==> src/rtl/bbox_scan_ctrl_pkg.sv <==
// Shared definitions for the bounding-box raster scan controller:
// FSM state encoding and default screen geometry.
package bbox_scan_ctrl_pkg;

    localparam int DEF_SCREEN_W = 640;
    localparam int DEF_SCREEN_H = 480;

    typedef enum logic [1:0] {
        ST_IDLE = 2'd0,
        ST_SCAN = 2'd1,
        ST_SKIP = 2'd2
    } state_e;

endpackage

==> src/rtl/bbox_scan_ctrl_clip.sv <==
// Combinational clipper: clamps a signed inclusive box to the screen and
// flags boxes that have no on-screen pixels.
module bbox_clip
    import bbox_scan_ctrl_pkg::*;
#(
    parameter int SCREEN_W = DEF_SCREEN_W,
    parameter int SCREEN_H = DEF_SCREEN_H,
    parameter int COORD_W  = 12
) (
    input  logic signed [COORD_W-1:0] min_x,
    input  logic signed [COORD_W-1:0] max_x,
    input  logic signed [COORD_W-1:0] min_y,
    input  logic signed [COORD_W-1:0] max_y,
    output logic        [COORD_W-2:0] lo_x,
    output logic        [COORD_W-2:0] hi_x,
    output logic        [COORD_W-2:0] lo_y,
    output logic        [COORD_W-2:0] hi_y,
    output logic                      empty
);

    localparam logic signed [COORD_W-1:0] X_LIM = COORD_W'(SCREEN_W - 1);
    localparam logic signed [COORD_W-1:0] Y_LIM = COORD_W'(SCREEN_H - 1);

    logic signed [COORD_W-1:0] c_min_x, c_max_x, c_min_y, c_max_y;

    always_comb begin
        c_min_x = min_x[COORD_W-1] ? '0 : min_x;
        c_min_y = min_y[COORD_W-1] ? '0 : min_y;
        c_max_x = (max_x > X_LIM) ? X_LIM : max_x;
        c_max_y = (max_y > Y_LIM) ? Y_LIM : max_y;
        // Signed compare also catches boxes wholly left/above or right/below the screen.
        empty   = (c_min_x > c_max_x) || (c_min_y > c_max_y);
        lo_x    = (COORD_W-1)'($unsigned(c_min_x));
        hi_x    = (COORD_W-1)'($unsigned(c_max_x));
        lo_y    = (COORD_W-1)'($unsigned(c_min_y));
        hi_y    = (COORD_W-1)'($unsigned(c_max_y));
    end

endmodule

==> src/rtl/bbox_scan_ctrl.sv <==
// Accepts one bounding box at a time, clips it to the screen and emits its
// pixels in raster order at one pixel per clock under ready/valid flow control.
module bbox_scan_ctrl
    import bbox_scan_ctrl_pkg::*;
#(
    parameter int SCREEN_W = DEF_SCREEN_W,
    parameter int SCREEN_H = DEF_SCREEN_H,
    parameter int COORD_W  = 12
) (
    input  logic                      clk,
    input  logic                      rst,
    input  logic                      nd,
    output logic                      us_rfd,
    input  logic signed [COORD_W-1:0] min_x,
    input  logic signed [COORD_W-1:0] max_x,
    input  logic signed [COORD_W-1:0] min_y,
    input  logic signed [COORD_W-1:0] max_y,
    input  logic                      ds_rfd,
    output logic                      rdy,
    output logic        [COORD_W-2:0] pix_x,
    output logic        [COORD_W-2:0] pix_y,
    output logic                      pix_first,
    output logic                      pix_last,
    output logic                      skip
);

    localparam int PW = COORD_W - 1;

    state_e        state_q, state_d;
    logic [PW-1:0] x_q, x_d, y_q, y_d;
    logic [PW-1:0] min_x_q, min_x_d, max_x_q, max_x_d, max_y_q, max_y_d;
    logic          first_q, first_d;

    logic [PW-1:0] lo_x, hi_x, lo_y, hi_y;
    logic          empty;
    logic          at_row_end, at_last;

    bbox_clip #(
        .SCREEN_W(SCREEN_W),
        .SCREEN_H(SCREEN_H),
        .COORD_W (COORD_W)
    ) u_clip (
        .min_x(min_x),
        .max_x(max_x),
        .min_y(min_y),
        .max_y(max_y),
        .lo_x (lo_x),
        .hi_x (hi_x),
        .lo_y (lo_y),
        .hi_y (hi_y),
        .empty(empty)
    );

    always_comb begin
        state_d    = state_q;
        x_d        = x_q;
        y_d        = y_q;
        min_x_d    = min_x_q;
        max_x_d    = max_x_q;
        max_y_d    = max_y_q;
        first_d    = first_q;
        at_row_end = (x_q == max_x_q);
        at_last    = at_row_end && (y_q == max_y_q);

        case (state_q)
            ST_IDLE: begin
                if (nd) begin
                    if (empty) begin
                        state_d = ST_SKIP;
                    end else begin
                        state_d = ST_SCAN;
                        x_d     = lo_x;
                        y_d     = lo_y;
                        min_x_d = lo_x;
                        max_x_d = hi_x;
                        max_y_d = hi_y;
                        first_d = 1'b1;
                    end
                end
            end
            ST_SCAN: begin
                // Counters only advance on a completed transfer, so a stall holds everything.
                if (ds_rfd) begin
                    first_d = 1'b0;
                    if (at_last) begin
                        state_d = ST_IDLE;
                    end else if (at_row_end) begin
                        x_d = min_x_q;
                        y_d = y_q + PW'(1);
                    end else begin
                        x_d = x_q + PW'(1);
                    end
                end
            end
            ST_SKIP: state_d = ST_IDLE;
            default: state_d = ST_IDLE;
        endcase
    end

    always_ff @(posedge clk or negedge rst) begin
        if (!rst) begin
            state_q <= ST_IDLE;
            x_q     <= '0;
            y_q     <= '0;
            min_x_q <= '0;
            max_x_q <= '0;
            max_y_q <= '0;
            first_q <= 1'b0;
        end else begin
            state_q <= state_d;
            x_q     <= x_d;
            y_q     <= y_d;
            min_x_q <= min_x_d;
            max_x_q <= max_x_d;
            max_y_q <= max_y_d;
            first_q <= first_d;
        end
    end

    assign us_rfd    = (state_q == ST_IDLE);
    assign rdy       = (state_q == ST_SCAN);
    assign skip      = (state_q == ST_SKIP);
    assign pix_x     = x_q;
    assign pix_y     = y_q;
    assign pix_first = rdy && first_q;
    assign pix_last  = rdy && at_last;

endmodule

==> config.mk <==
export PLATFORM = sky130hd
export DESIGN_NAME = bbox_scan_ctrl
export DESIGN_NICKNAME = d
export VERILOG_FILES = /design/src/rtl/bbox_scan_ctrl_pkg.sv /design/src/rtl/bbox_scan_ctrl_clip.sv /design/src/rtl/bbox_scan_ctrl.sv
export SDC_FILE = /design/constraint.sdc
export NUM_CORES = 1
export LEC_CHECK = 0
export BUFFER_PORTS_ARGS = -buffer_cell sky130_fd_sc_hd__buf_4
export CAP_MARGIN = 10
export CELL_PAD_IN_SITES_DETAIL_PLACEMENT = 1
export CELL_PAD_IN_SITES_GLOBAL_PLACEMENT = 2
export CORE_MARGIN = 2
export CORE_UTILIZATION = 31
export DETAILED_ROUTE_END_ITERATION = 8
export HOLD_SLACK_MARGIN = 0.08
export PLACE_DENSITY = 0.83
export REMOVE_ABC_BUFFERS = 1
export SYNTH_ARGS = -nofsm -noshare
export SYNTH_HDL_FRONTEND = slang
export SYNTH_SLANG_ARGS = --single-unit
==> constraint.sdc <==
create_clock -name clk -period 2.3 [get_ports clk]
set_input_delay 0.46 -clock clk [delete_from_list [all_inputs] [get_ports clk]]
set_output_delay 0.46 -clock clk [all_outputs]
set_load 0.005 [all_outputs]
==> results of run 1 <==
[cells in the final DEF (no fill, tap or decap), drive strengths merged, types with 13 or more instances in the layout]
master	netlist	routed
a21oi	13	13
clkbuf	16	16
o21ai	48	48
buf	9	190
ha	23	23
xor2	26	26
mux2	23	23
o31ai	22	22
nand3	20	20
nor2	31	31
nand2	32	32
dfrtp	58	58
nor2b	24	24
[worst reg2reg max path, stage by stage (launching register included)]
cell and delay (ns):
dfrtp_1 0.45, xor2_1 0.18, nor3_1 0.28, nand3_2 0.19, buf_4 0.18, nor2b_1 0.16
o21a_1 0.60, o211ai_1 0.18, a22o_1 0.24
[how the worst max path moves through the flow]
stage                     to  cells after the start  slack [ns]
finish              pix_x[5]                     16       -0.64
global route        pix_x[5]                     16       -0.74
CTS                 pix_x[5]                     15       -0.66
detailed placement  pix_x[8]                     15       -1.05
global placement    pix_x[8]                     15       -0.98
floorplan           pix_x[8]                     10       -1.58
[per-stage QoR]
| step | cells | hold slack, ns |
|---|---|---|
| after detailed placement | 750 | 0.462 |
| final | 795 | 0.192 |
| after global routing | 795 | 0.245 |
| after CTS | 788 | 0.233 |
| after floorplan | 414 | 0.164 |
| after global placement | 750 | 0.458 |
[metal layers]
| layer | vias up | GRT usage [%] | wire, um |
|---|---|---|---|
| li1 | 1957 | - | - |
| met2 | 97 | 36.3 | 8440 |
| met3 | 26 | 3.91 | 585 |
| met1 | 2146 | 28.9 | 7460 |
| met5 | - | 0 | 0 |
| met4 | 0 | 6.25 | 408 |
[flip-flops by register name, indices dropped and copies added, names as in the netlist]
signal	cells
first_q	1
state_q	2
min_x_q	11
max_y_q	11
pix_x	11
max_x_q	11
pix_y	11
[cell type report]
type,count,area share (%)
inverter,6,0.339
clock inverter,3,0.226
tap,172,3.24
sequential,58,21.9
timing repair buffer,193,25.4
clock buffer,13,3.76
multi-input combinational,350,45.2
[timing repair]
item / 4_1_cts / 5_1_grt
gates cloned: 4 / 2
endpoints found under the setup margin: 61 / 61
setup buffers: 18 / 10
resized for setup: 90 / 96
pin swaps: 22 / 43
[where the power goes]
group	total, uW	leakage, uW	switching [uW]	internal (uW)
clock	1250	0.000133	500	754
sequential	1900	0.000729	432	1470
combinational	3500	0.00221	1730	1770
total	6650	0.00308	2660	3990
[cell families after synthesis]
group | share of synthesized area (%)
AOI/OAI and AO/OA | 18.8
xor gates and xnor gates | 6.69
adders and majority gates | 7.09
buffers and inverters | 3.67
DFF | 35.7
muxes | 8.94
and+or+nand+nor | 19.0
==> results by group, run 1 <==
Outcome
  • Status: complete, but fails checks
  • Violations in the final reports: negative setup slack

Clock network
  • Clock buffer depth: 2
  • TritonCTS buffer count: 9
  • Clk slew on worst S/H paths: 0.05 ns
  • Clk Latency, worst-skew pair: 0.34 ns
  • Hold Buf Count CTS: 0
  • Root buffer cell: clkbuf_16
  • CTS sink count: 58
  • H-tree levels: 3
  • CTS tree: built

STA
  • Clk_skew: 0.00656 ns
  • Minimum clock period after layout: 2.94 ns
  • Slew margin rel.: 47.9%
  • Actual slew at the worst max-slew pin: 0.781 ns
  • Slew Viols, Final: 0
  • Fin Setup TNS: -27.38 ns
  • Final WS setup: -0.637 ns
  • RSZ-0062 raised after global routing: true
  • Final Setup Violations: 59
  • Maximum operating frequency: 341 MHz
  • Period utilization: 128%
  • Final Hold Viols: 0

Worst setup path
  • Max incr delay on CP: 0.34 ns
  • WP buf/inv: 6
  • Slowest cell on crit path: ha_1
  • Critical path cell sequence: buf_6 > nand4_1 > a21oi_2 > buf_6 > buf_4 > nor2_1 > ha_1 > nand4_1 > a211oi_2 > a31oi_1 > buf_4 > o21ba_4 > nor4_4 > buf_4 > clkbuf_16 > mux2_4
  • Reg2reg path depth: 8
  • Crit. End Element: flip-flop
  • FF-to-FF Start: pix_x[0]
  • CP required: 2.52 ns
  • CP startpoint kind: input pin
  • Setup CP Type: input pin to flip-flop
  • CP delay by family, top: buffers and inverters
  • Critical-path maximum fanout: 7
  • Worst Setup SP: max_y[7]
  • Worst R2R End: pix_y[2]
  • Most common cell on crit path: buf_4
  • Worst reg2reg setup slack: -0.27 ns
  • Critical Path AT: 3.16 ns

Synth
  • Synthesis Warnings: 0
  • Top cells by area, synth: dfrtp_1, ha_1, o21ai_0, xor2_1, o31ai_1
  • Top_reg_cell synth: dfrtp_1
  • Synth top area share: 35.7%
  • Top-count cell post-synth: dfrtp_1
  • Mapped cell area: 4060 um^2
  • Top cells by count, synth: dfrtp_1, o21ai_0, nand2_1, nor2_1, xor2_1
  • Area leader, netlist: dfrtp_1
  • EDFF count, synth: 0
  • Mean Syn Cell Area: 9.25 um^2
  • Seq/Total Area, Yosys: 35.7%
  • Post-Syn Instances: 439
  • Seq cells post-synth: 58
  • Unique masters post-synth: 59
  • Asr flop ratio synth: 100%

Routing
  • 1st-iter DRT viols: 244
  • Vias/cell: 5.32
  • Avg WL per Cell: 21.2 um
  • Total Wirelength: 16900 um
  • DRC Markers: 0
  • Final ANT Viol Nets: 0
  • Vias: 4226
  • 1st-pass router iterations: 4

Global routing
  • Global-route wire length before repair: 24100 um
  • Initial antenna violation count: 0
  • Vias in the first global route: 4444
  • Largest net degree at the start of global routing: 59
  • GR Util All Layers: 21.8%
  • Overflow after GRT: 0

Die
  • Die Area: 14000 um^2
  • IO Pins: 79
  • Core area: 12700 um^2
  • Initial Util: 31.9%
  • Row cnt: 41
  • Height of the die: 118 um
  • Die width: 118 um

Placed design
  • DP Wirelength: 10500 um
  • Pre-CTS setup slack: -1.05 ns
  • Port buffer count: 78
  • Placed Area: 5420 um^2
  • Routability Congestion: 0.929

Finish
  • Filler cells: 1424
  • Fraction of layout cells with a size suffix above 1: 51.0%
  • Nets: 693
  • N_diodes: 0
  • Area occupied by multi-input gates: 3010 um^2
  • Area grow syn2layout: 63.7%
  • Util after Layout: 52.3%
  • Sequential Area: 1450 um^2
  • Design Area, Final: 6650 um^2

Run
  • Max-cap viol count: 0

Power
  • Peak VDD IR: 0.479 mV
  • PwrDens: 1000 nW/um^2
  • Leakage power: 0.00308 uW
  • Final Power: 6650 uW

Min path
  • Worst hold path class: input pin to asynchronous set/reset pin
No activity file was read; power rests on OpenSTA's default activity.
==> inputs of run 2 (changes only) <==
--- a/config.mk
+++ b/config.mk
@@ -10,11 +10,14 @@
 export CELL_PAD_IN_SITES_DETAIL_PLACEMENT = 1
 export CELL_PAD_IN_SITES_GLOBAL_PLACEMENT = 2
 export CORE_MARGIN = 2
-export CORE_UTILIZATION = 31
+export CORE_UTILIZATION = 32
+export CTS_BUF_LIST = sky130_fd_sc_hd__clkbuf_8
+export CTS_CLUSTER_DIAMETER = 150
 export DETAILED_ROUTE_END_ITERATION = 8
 export HOLD_SLACK_MARGIN = 0.08
-export PLACE_DENSITY = 0.83
+export PLACE_DENSITY = 0.85
 export REMOVE_ABC_BUFFERS = 1
+export SETUP_SLACK_MARGIN = 0.5
 export SYNTH_ARGS = -nofsm -noshare
 export SYNTH_HDL_FRONTEND = slang
 export SYNTH_SLANG_ARGS = --single-unit
==> run 2 against run 1 <==
Net effect: the run still ends with negative setup slack left; maximum frequency decreased by 3.2%; global-route usage increased by 4.0 points; worst hold slack got worse by 0.017 ns; register-to-register slack improved by 0.12 ns.
==> results by group, run 2 (same netlist as run 1, synthesis figures left out) <==
Global routing
  • Global-route wire length before repair: 26700 um (+11%)
  • Overflow after GRT: 0 (unchanged)
  • GR Util All Layers: 25.8% (+4.0 points)
  • Initial antenna violation count: 0 (unchanged)
  • Largest net degree at the start of global routing: 59 (unchanged)
  • Vias in the first global route: 4797 (+7.9%)

Worst setup path
  • Max incr delay on CP: 0.31 ns (-0.03 ns)
  • Critical-path maximum fanout: 7 (unchanged)
  • CP startpoint kind: input pin
  • Most common cell on crit path: buf_4
  • WP buf/inv: 6 (unchanged)
  • Crit. End Element: flip-flop
  • Slowest cell on crit path: a211o_1
  • Setup CP Type: input pin to flip-flop
  • Critical Path AT: 3.32 ns (+0.16 ns)
  • CP required: 2.59 ns (+0.07 ns)
  • Critical path cell sequence: buf_4 > o21ai_4 > a21oi_4 > nor2_2 > ha_1 > a211o_1 > o221ai_1 > a41oi_2 > buf_4 > nor2_4 > nand3_4 > buf_12 > buf_16 > buf_8 > buf_6 > o21ai_2
  • CP delay by family, top: compound AO/OA/AOI/OAI gates

Routing
  • Final ANT Viol Nets: 0 (unchanged)
  • Total Wirelength: 20200 um (+20%)
  • Avg WL per Cell: 24.6 um (+16%)
  • DRC Markers: 0 (unchanged)
  • 1st-iter DRT viols: 382 (+57%)
  • Vias: 4691 (+11%)
  • Vias/cell: 5.71 (+7.5%)
  • 1st-pass router iterations: 5 (+1)

Placed design
  • Placed Area: 5550 um^2 (+2.4%)
  • DP Wirelength: 10800 um (+3.5%)
  • Routability Congestion: 0.916 (-1.4%)
  • Port buffer count: 78 (unchanged)
  • Pre-CTS setup slack: -1.33 ns (-0.283 ns)

Clock network
  • Hold Buf Count CTS: 0 (unchanged)
  • CTS sink count: 58 (unchanged)
  • CTS tree: built
  • Clk slew on worst S/H paths: 0.08 ns (+0.03 ns)
  • Clock buffer depth: 2 (unchanged)
  • Clk Latency, worst-skew pair: 0.37 ns (+0.03 ns)
  • TritonCTS buffer count: 9 (unchanged)
  • H-tree levels: 3 (unchanged)
  • Root buffer cell: clkbuf_8

Finish
  • Design Area, Final: 6950 um^2 (+4.5%)
  • Filler cells: 1393 (-2.2%)
  • N_diodes: 0 (unchanged)
  • Fraction of layout cells with a size suffix above 1: 53.5% (+2.4 points)
  • Most frequent cells in the layout: buf_4, dfrtp_1, nand2_1, xor2_1, buf_6
  • Nets: 719 (+3.8%)
  • Leading cell type in the layout, fill and taps excluded: buf_4
  • Area grow syn2layout: 71.1%

Outcome
  • Violations in the final reports: negative setup slack
  • Status: complete, but fails checks

Min path
  • Worst hold path class: input pin to asynchronous set/reset pin

STA
  • Slew Viols, Final: 0 (unchanged)
  • WHS: 0.175 ns (-0.0173 ns)
  • Clk_skew: 0.0175 ns (+0.0110 ns)
  • RSZ-0062 raised after global routing: true
  • Maximum operating frequency: 330 MHz (-3.2%)
  • Slew margin rel.: 47.4% (-0.56 points)
  • Final Setup Violations: 59 (unchanged)
  • Minimum clock period after layout: 3.03 ns (+0.0980 ns)
  • Actual slew at the worst max-slew pin: 0.790 ns (+0.00847 ns)
  • Final Hold Viols: 0 (unchanged)
  • Fin Setup TNS: -38.46 ns (-11.08 ns)
  • Final WS setup: -0.735 ns (-0.0980 ns)
  • Period utilization: 132% (+4.3 points)

Die
  • Initial Util: 32.4% (+0.52 points)
  • Die width: 117 um (-1.5%)
  • Height of the die: 117 um (-1.5%)
  • Row cnt: 41 (unchanged)
  • IO Pins: 79 (unchanged)
  • Die Area: 13600 um^2 (-3.0%)
  • Core area: 12500 um^2 (-1.6%)

Power
  • Final Power: 7020 uW (+5.6%)
  • Peak VDD IR: 0.374 mV (-22%)
  • PwrDens: 1010 nW/um^2 (+1.1%)
  • Leakage power: 0.00325 uW (+5.5%)

Run
  • Max-cap viol count: 0 (unchanged)
==> run 2: layout make-up <==
type / instances / area, um^2 / area share, %
Multi-Input combinational cell: 351 / 3080 / 44.3
Timing Repair Buffer: 218 / 1960 / 28.2
Sequential cell: 58 / 1450 / 20.9
Tap cell: 172 / 215 / 3.10
Clock buffer: 10 / 138 / 1.98
Clock inverter: 6 / 81.3 / 1.17
Inverter: 6 / 27.5 / 0.396
==> run 2: worst paths after layout <==
| path | startpoint | end | slack (ns) | depth (start not counted) |
|---|---|---|---|---|
| min | rst | min_x_q[10] | 0.18 | 1 |
| max reg2reg | pix_x[10] | pix_y[3] | -0.15 | 8 |
| min in group clk | ds_rfd | state_q[0] | 0.47 | 4 |
| max in group asynchronous | rst | state_q[1] | 1.56 | 1 |
| min reg2reg | min_x_q[10] | min_x_q[10] | 0.51 | 1 |
| max | max_x[8] | max_x_q[7] | -0.73 | 16 |
==> run 2: per-layer routing <==
metal	track usage, %	part of all wire, %	wire (um)	vias to the layer above
met5	0	0	0	-
li1	-	-	-	2009
met2	44.5	50	10000	251
met1	34.3	41	8210	2355
met4	7.53	4.0	809	0
met3	2.85	5.7	1160	76
==> run 2: power breakdown <==
group / internal, uW / switching, uW
combinational: 1970 / 2040
sequential: 1470 / 421
clock: 632 / 492
==> run 2: repair_timing <==
item,in CTS,in global routing
gates cloned,5,2
setup buffers,17,16
pin swaps,24,25
setup endpoints to repair,61,62
resized for setup,85,112
==> run 2: worst register-to-register path, delay by kind of cell (launching register included) <==
| family | cells | cell delay [ns] |
|---|---|---|
| DFF | 1 | 0.43 |
| buffers and inverters | 1 | 0.26 |
| and+or+nand+nor | 4 | 0.97 |
| xor gates and xnor gates | 1 | 0.17 |
| AOI/OAI and AO/OA | 2 | 0.51 |
==> run 2: stage by stage <==
step	util, %	instances
detailed placement	44.3	765
finish	55.5	821
global placement	44.3	765
floorplan	-	414
CTS	51.0	803
global route	55.5	821
==> inputs of run 3 (changes only) <==
--- a/config.mk
+++ b/config.mk
@@ -10,12 +10,12 @@
 export CELL_PAD_IN_SITES_DETAIL_PLACEMENT = 1
 export CELL_PAD_IN_SITES_GLOBAL_PLACEMENT = 2
 export CORE_MARGIN = 2
-export CORE_UTILIZATION = 32
+export CORE_UTILIZATION = 38
 export CTS_BUF_LIST = sky130_fd_sc_hd__clkbuf_8
 export CTS_CLUSTER_DIAMETER = 150
 export DETAILED_ROUTE_END_ITERATION = 8
 export HOLD_SLACK_MARGIN = 0.08
-export PLACE_DENSITY = 0.85
+export PLACE_DENSITY = 0.94
 export REMOVE_ABC_BUFFERS = 1
 export SETUP_SLACK_MARGIN = 0.5
 export SYNTH_ARGS = -nofsm -noshare
==> constraint.sdc (replaced) <==
create_clock -name clk -period 3.5 [get_ports clk]
set_input_delay 0.7 -clock clk [delete_from_list [all_inputs] [get_ports clk]]
set_output_delay 0.7 -clock clk [all_outputs]
set_load 0.005 [all_outputs]
==> run 3 against run 2 <==
Net effect: the run now ends clean; via count is 13% lower; setup slack better by 1.1 ns; global-route usage is 0.46 points lower; cell area is 17% lower; first-iteration DRC count is 33% lower; sequential share of layout area is 4.3 points higher; clock power is 39% lower; largest cell class unchanged; largest power group unchanged; highest routed layer unchanged.
==> results by group, run 3 (same netlist as run 1, synthesis figures left out) <==
Power
  • Sequential Power Share: 36.9% (+10 points)
  • Sw Pwr: 1440 uW (-51%)
  • Peak VDD IR: 0.201 mV (-46%)
  • Final Power: 3660 uW (-48%)
  • Switch share: 39.5% (-2.6 points)
  • PwrDens: 636 nW/um^2 (-37%)
  • Combinational power share: 44.5% (-13 points)
  • Power Internal: 2220 uW (-46%)
  • Power share of the clock group: 18.5% (+2.5 points)
  • Leakage power: 0.00267 uW (-18%)

STA
  • RSZ-0062 raised after global routing: true
  • Period utilization: 89.8%
  • WHS: 0.393 ns (+0.218 ns)
  • Final Setup Violations: 0 (-100%)
  • Clk_skew: 0.00715 ns (-0.0104 ns)
  • Maximum operating frequency: 318 MHz
  • Slew Viols, Final: 0 (unchanged)
  • Slew margin rel.: 48.0% (+0.69 points)
  • Actual slew at the worst max-slew pin: 0.779 ns (-0.0103 ns)
  • Fin Setup TNS: 0 ns (+38.46 ns)
  • Final Hold Viols: 0 (unchanged)
  • Minimum clock period after layout: 3.14 ns

Die
  • Initial Util: 39.2% (+6.7 points)
  • Row cnt: 37 (-9.8%)
  • Die Area: 11500 um^2 (-15%)
  • Die width: 107 um (-8.0%)
  • Core area: 10400 um^2 (-17%)
  • IO Pins: 79 (unchanged)
  • Height of the die: 107 um (-8.0%)

Worst setup path
  • Critical path cell sequence: buf_4 > nor2_4 > a21oi_4 > buf_6 > or2_2 > ha_1 > nor2b_4 > o211ai_1 > a221o_1 > a31oi_1 > buf_4 > buf_4 > nor2_4 > nand3_4 > clkbuf_16 > mux2_2
  • Critical Path AT: 3.38 ns (+0.06 ns)
  • Slowest cell on crit path: mux2_2
  • Setup CP Type: input pin to flip-flop
  • CP required: 3.74 ns (+1.15 ns)
  • Worst reg2reg setup slack: 0.91 ns (+1.06 ns)
  • Max incr delay on CP: 0.33 ns (+0.02 ns)
  • Critical-path maximum fanout: 6 (-1)
  • WP buf/inv: 5 (-1)
  • Reg2reg path depth: 8 (unchanged)
  • Crit. End Element: flip-flop
  • CP delay by family, top: buffers and inverters
  • CP startpoint kind: input pin
  • Cell depth of the worst setup path: 16 (unchanged)
  • Most common cell on crit path: buf_4

Finish
  • Area grow syn2layout: 41.7%
  • N_diodes: 0 (unchanged)
  • Nets: 642 (-11%)
  • Most frequent cells in the layout: buf_4, dfrtp_1, o21ai_0, nand2_1, xor2_1
  • Fraction of layout cells with a size suffix above 1: 37.1% (-16 points)
  • Leading cell type in the layout, fill and taps excluded: buf_4

Clock network
  • CTS sink count: 58 (unchanged)
  • H-tree levels: 3 (unchanged)
  • TritonCTS buffer count: 9 (unchanged)
  • Hold Buf Count CTS: 0 (unchanged)
  • Clk Latency, worst-skew pair: 0.35 ns (-0.02 ns)
  • Root buffer cell: clkbuf_8
  • Clk slew on worst S/H paths: 0.07 ns (about the same)
  • Clock buffer depth: 2 (unchanged)
  • CTS tree: built

Min path
  • Worst hold path class: input pin to asynchronous set/reset pin

Routing
  • DRC Markers: 0 (unchanged)
  • Total Wirelength: 14700 um (-27%)
  • 1st-pass router iterations: 4 (-1)
  • Avg WL per Cell: 20.8 um (-15%)
  • Vias: 4102 (-13%)
  • Vias/cell: 5.80 (+1.5%)
  • Final ANT Viol Nets: 0 (unchanged)
  • 1st-iter DRT viols: 257 (-33%)

Placed design
  • Port buffer count: 78 (unchanged)
  • DP Wirelength: 10100 um (-6.5%)
  • Routability Congestion: 0.910 (-0.68%)

Global routing
  • Largest net degree at the start of global routing: 59 (unchanged)
  • Global-route wire length before repair: 22700 um (-15%)
  • Overflow after GRT: 0 (unchanged)
  • Vias in the first global route: 4285 (-11%)
  • Initial antenna violation count: 0 (unchanged)
  • GR Util All Layers: 25.4% (-0.46 points)

Run
  • Max-cap viol count: 0 (unchanged)

Outcome
  • Status: complete, no violations
run 3: cell count changes in the layout (fill, tap and decap cells not counted), sizes merged:
| cell | change |
|---|---|
| clkinvlp | +1 |
| inv | -1 |
| buf | -78 |
run 3: worst paths after layout:
path,from,to
worst max-delay path,max_y[10],min_x_q[0]
worst min-delay path,rst,min_x_q[10]
worst max register to register,pix_x[7],pix_y[2]
worst min register to register,first_q,first_q
max in group asynchronous,rst,min_x_q[9]
min in group clk,first_q,first_q
run 3: metal layers:
layer / GRT usage (%) / up-vias / wire length [um]
met5: 0 / - / 0
met3: 2.60 / 26 / 749
met1: 33.5 / 2065 / 6460
met4: 9.43 / 0 / 325
li1: - / 1863 / -
met2: 42.9 / 148 / 7190
run 3: through the flow:
step           std cells  cell area [um^2]  utilization, %  worst slack, ns
3_5_place_dp         674              5060            48.8           -0.405
4_1_cts              697              5510            53.1            0.441
2_1_floorplan        414              3930               -           -0.622
3_3_place_gp         674              5060            48.8           -0.263
6_report             707              5750            55.5            0.356
5_1_grt              707              5750            55.5            0.241
run 3: power by group through the flow:
stage	logic [uW]	clock network [uW]	registers, uW
6_report	1630	679	1350
2_1_floorplan	853	0	1230
3_3_place_gp	1380	0	1340
5_1_grt	1780	715	1390
4_1_cts	1540	686	1340
3_5_place_dp	1450	0	1350
run 3: area by class of cell:
cell class,count,area [um^2]
flip-flops and latches,58,1450
fillers,1196,4620
clock buffers,9,124
clock inverters,6,82.6
well taps,136,170
inverters,6,26.3
repair buffers,141,1190
multi-input cells,351,2710
run 3: what timing repair did:
action,4_1_cts,5_1_grt
setup endpoints to repair,58,58
resized for setup,33,34
pin swaps,17,4
cloned,2,3
buffers inserted,6,7
run 3: worst register-to-register path, cell delays in order (launching register included):
cell and delay, ns:
dfrtp_1 0.48, xor2_1 0.18, nor4_1 0.37, nand3_1 0.20, buf_4 0.26, nor2b_1 0.18, o21a_1 0.40, o211ai_1 0.15
a22o_1 0.26
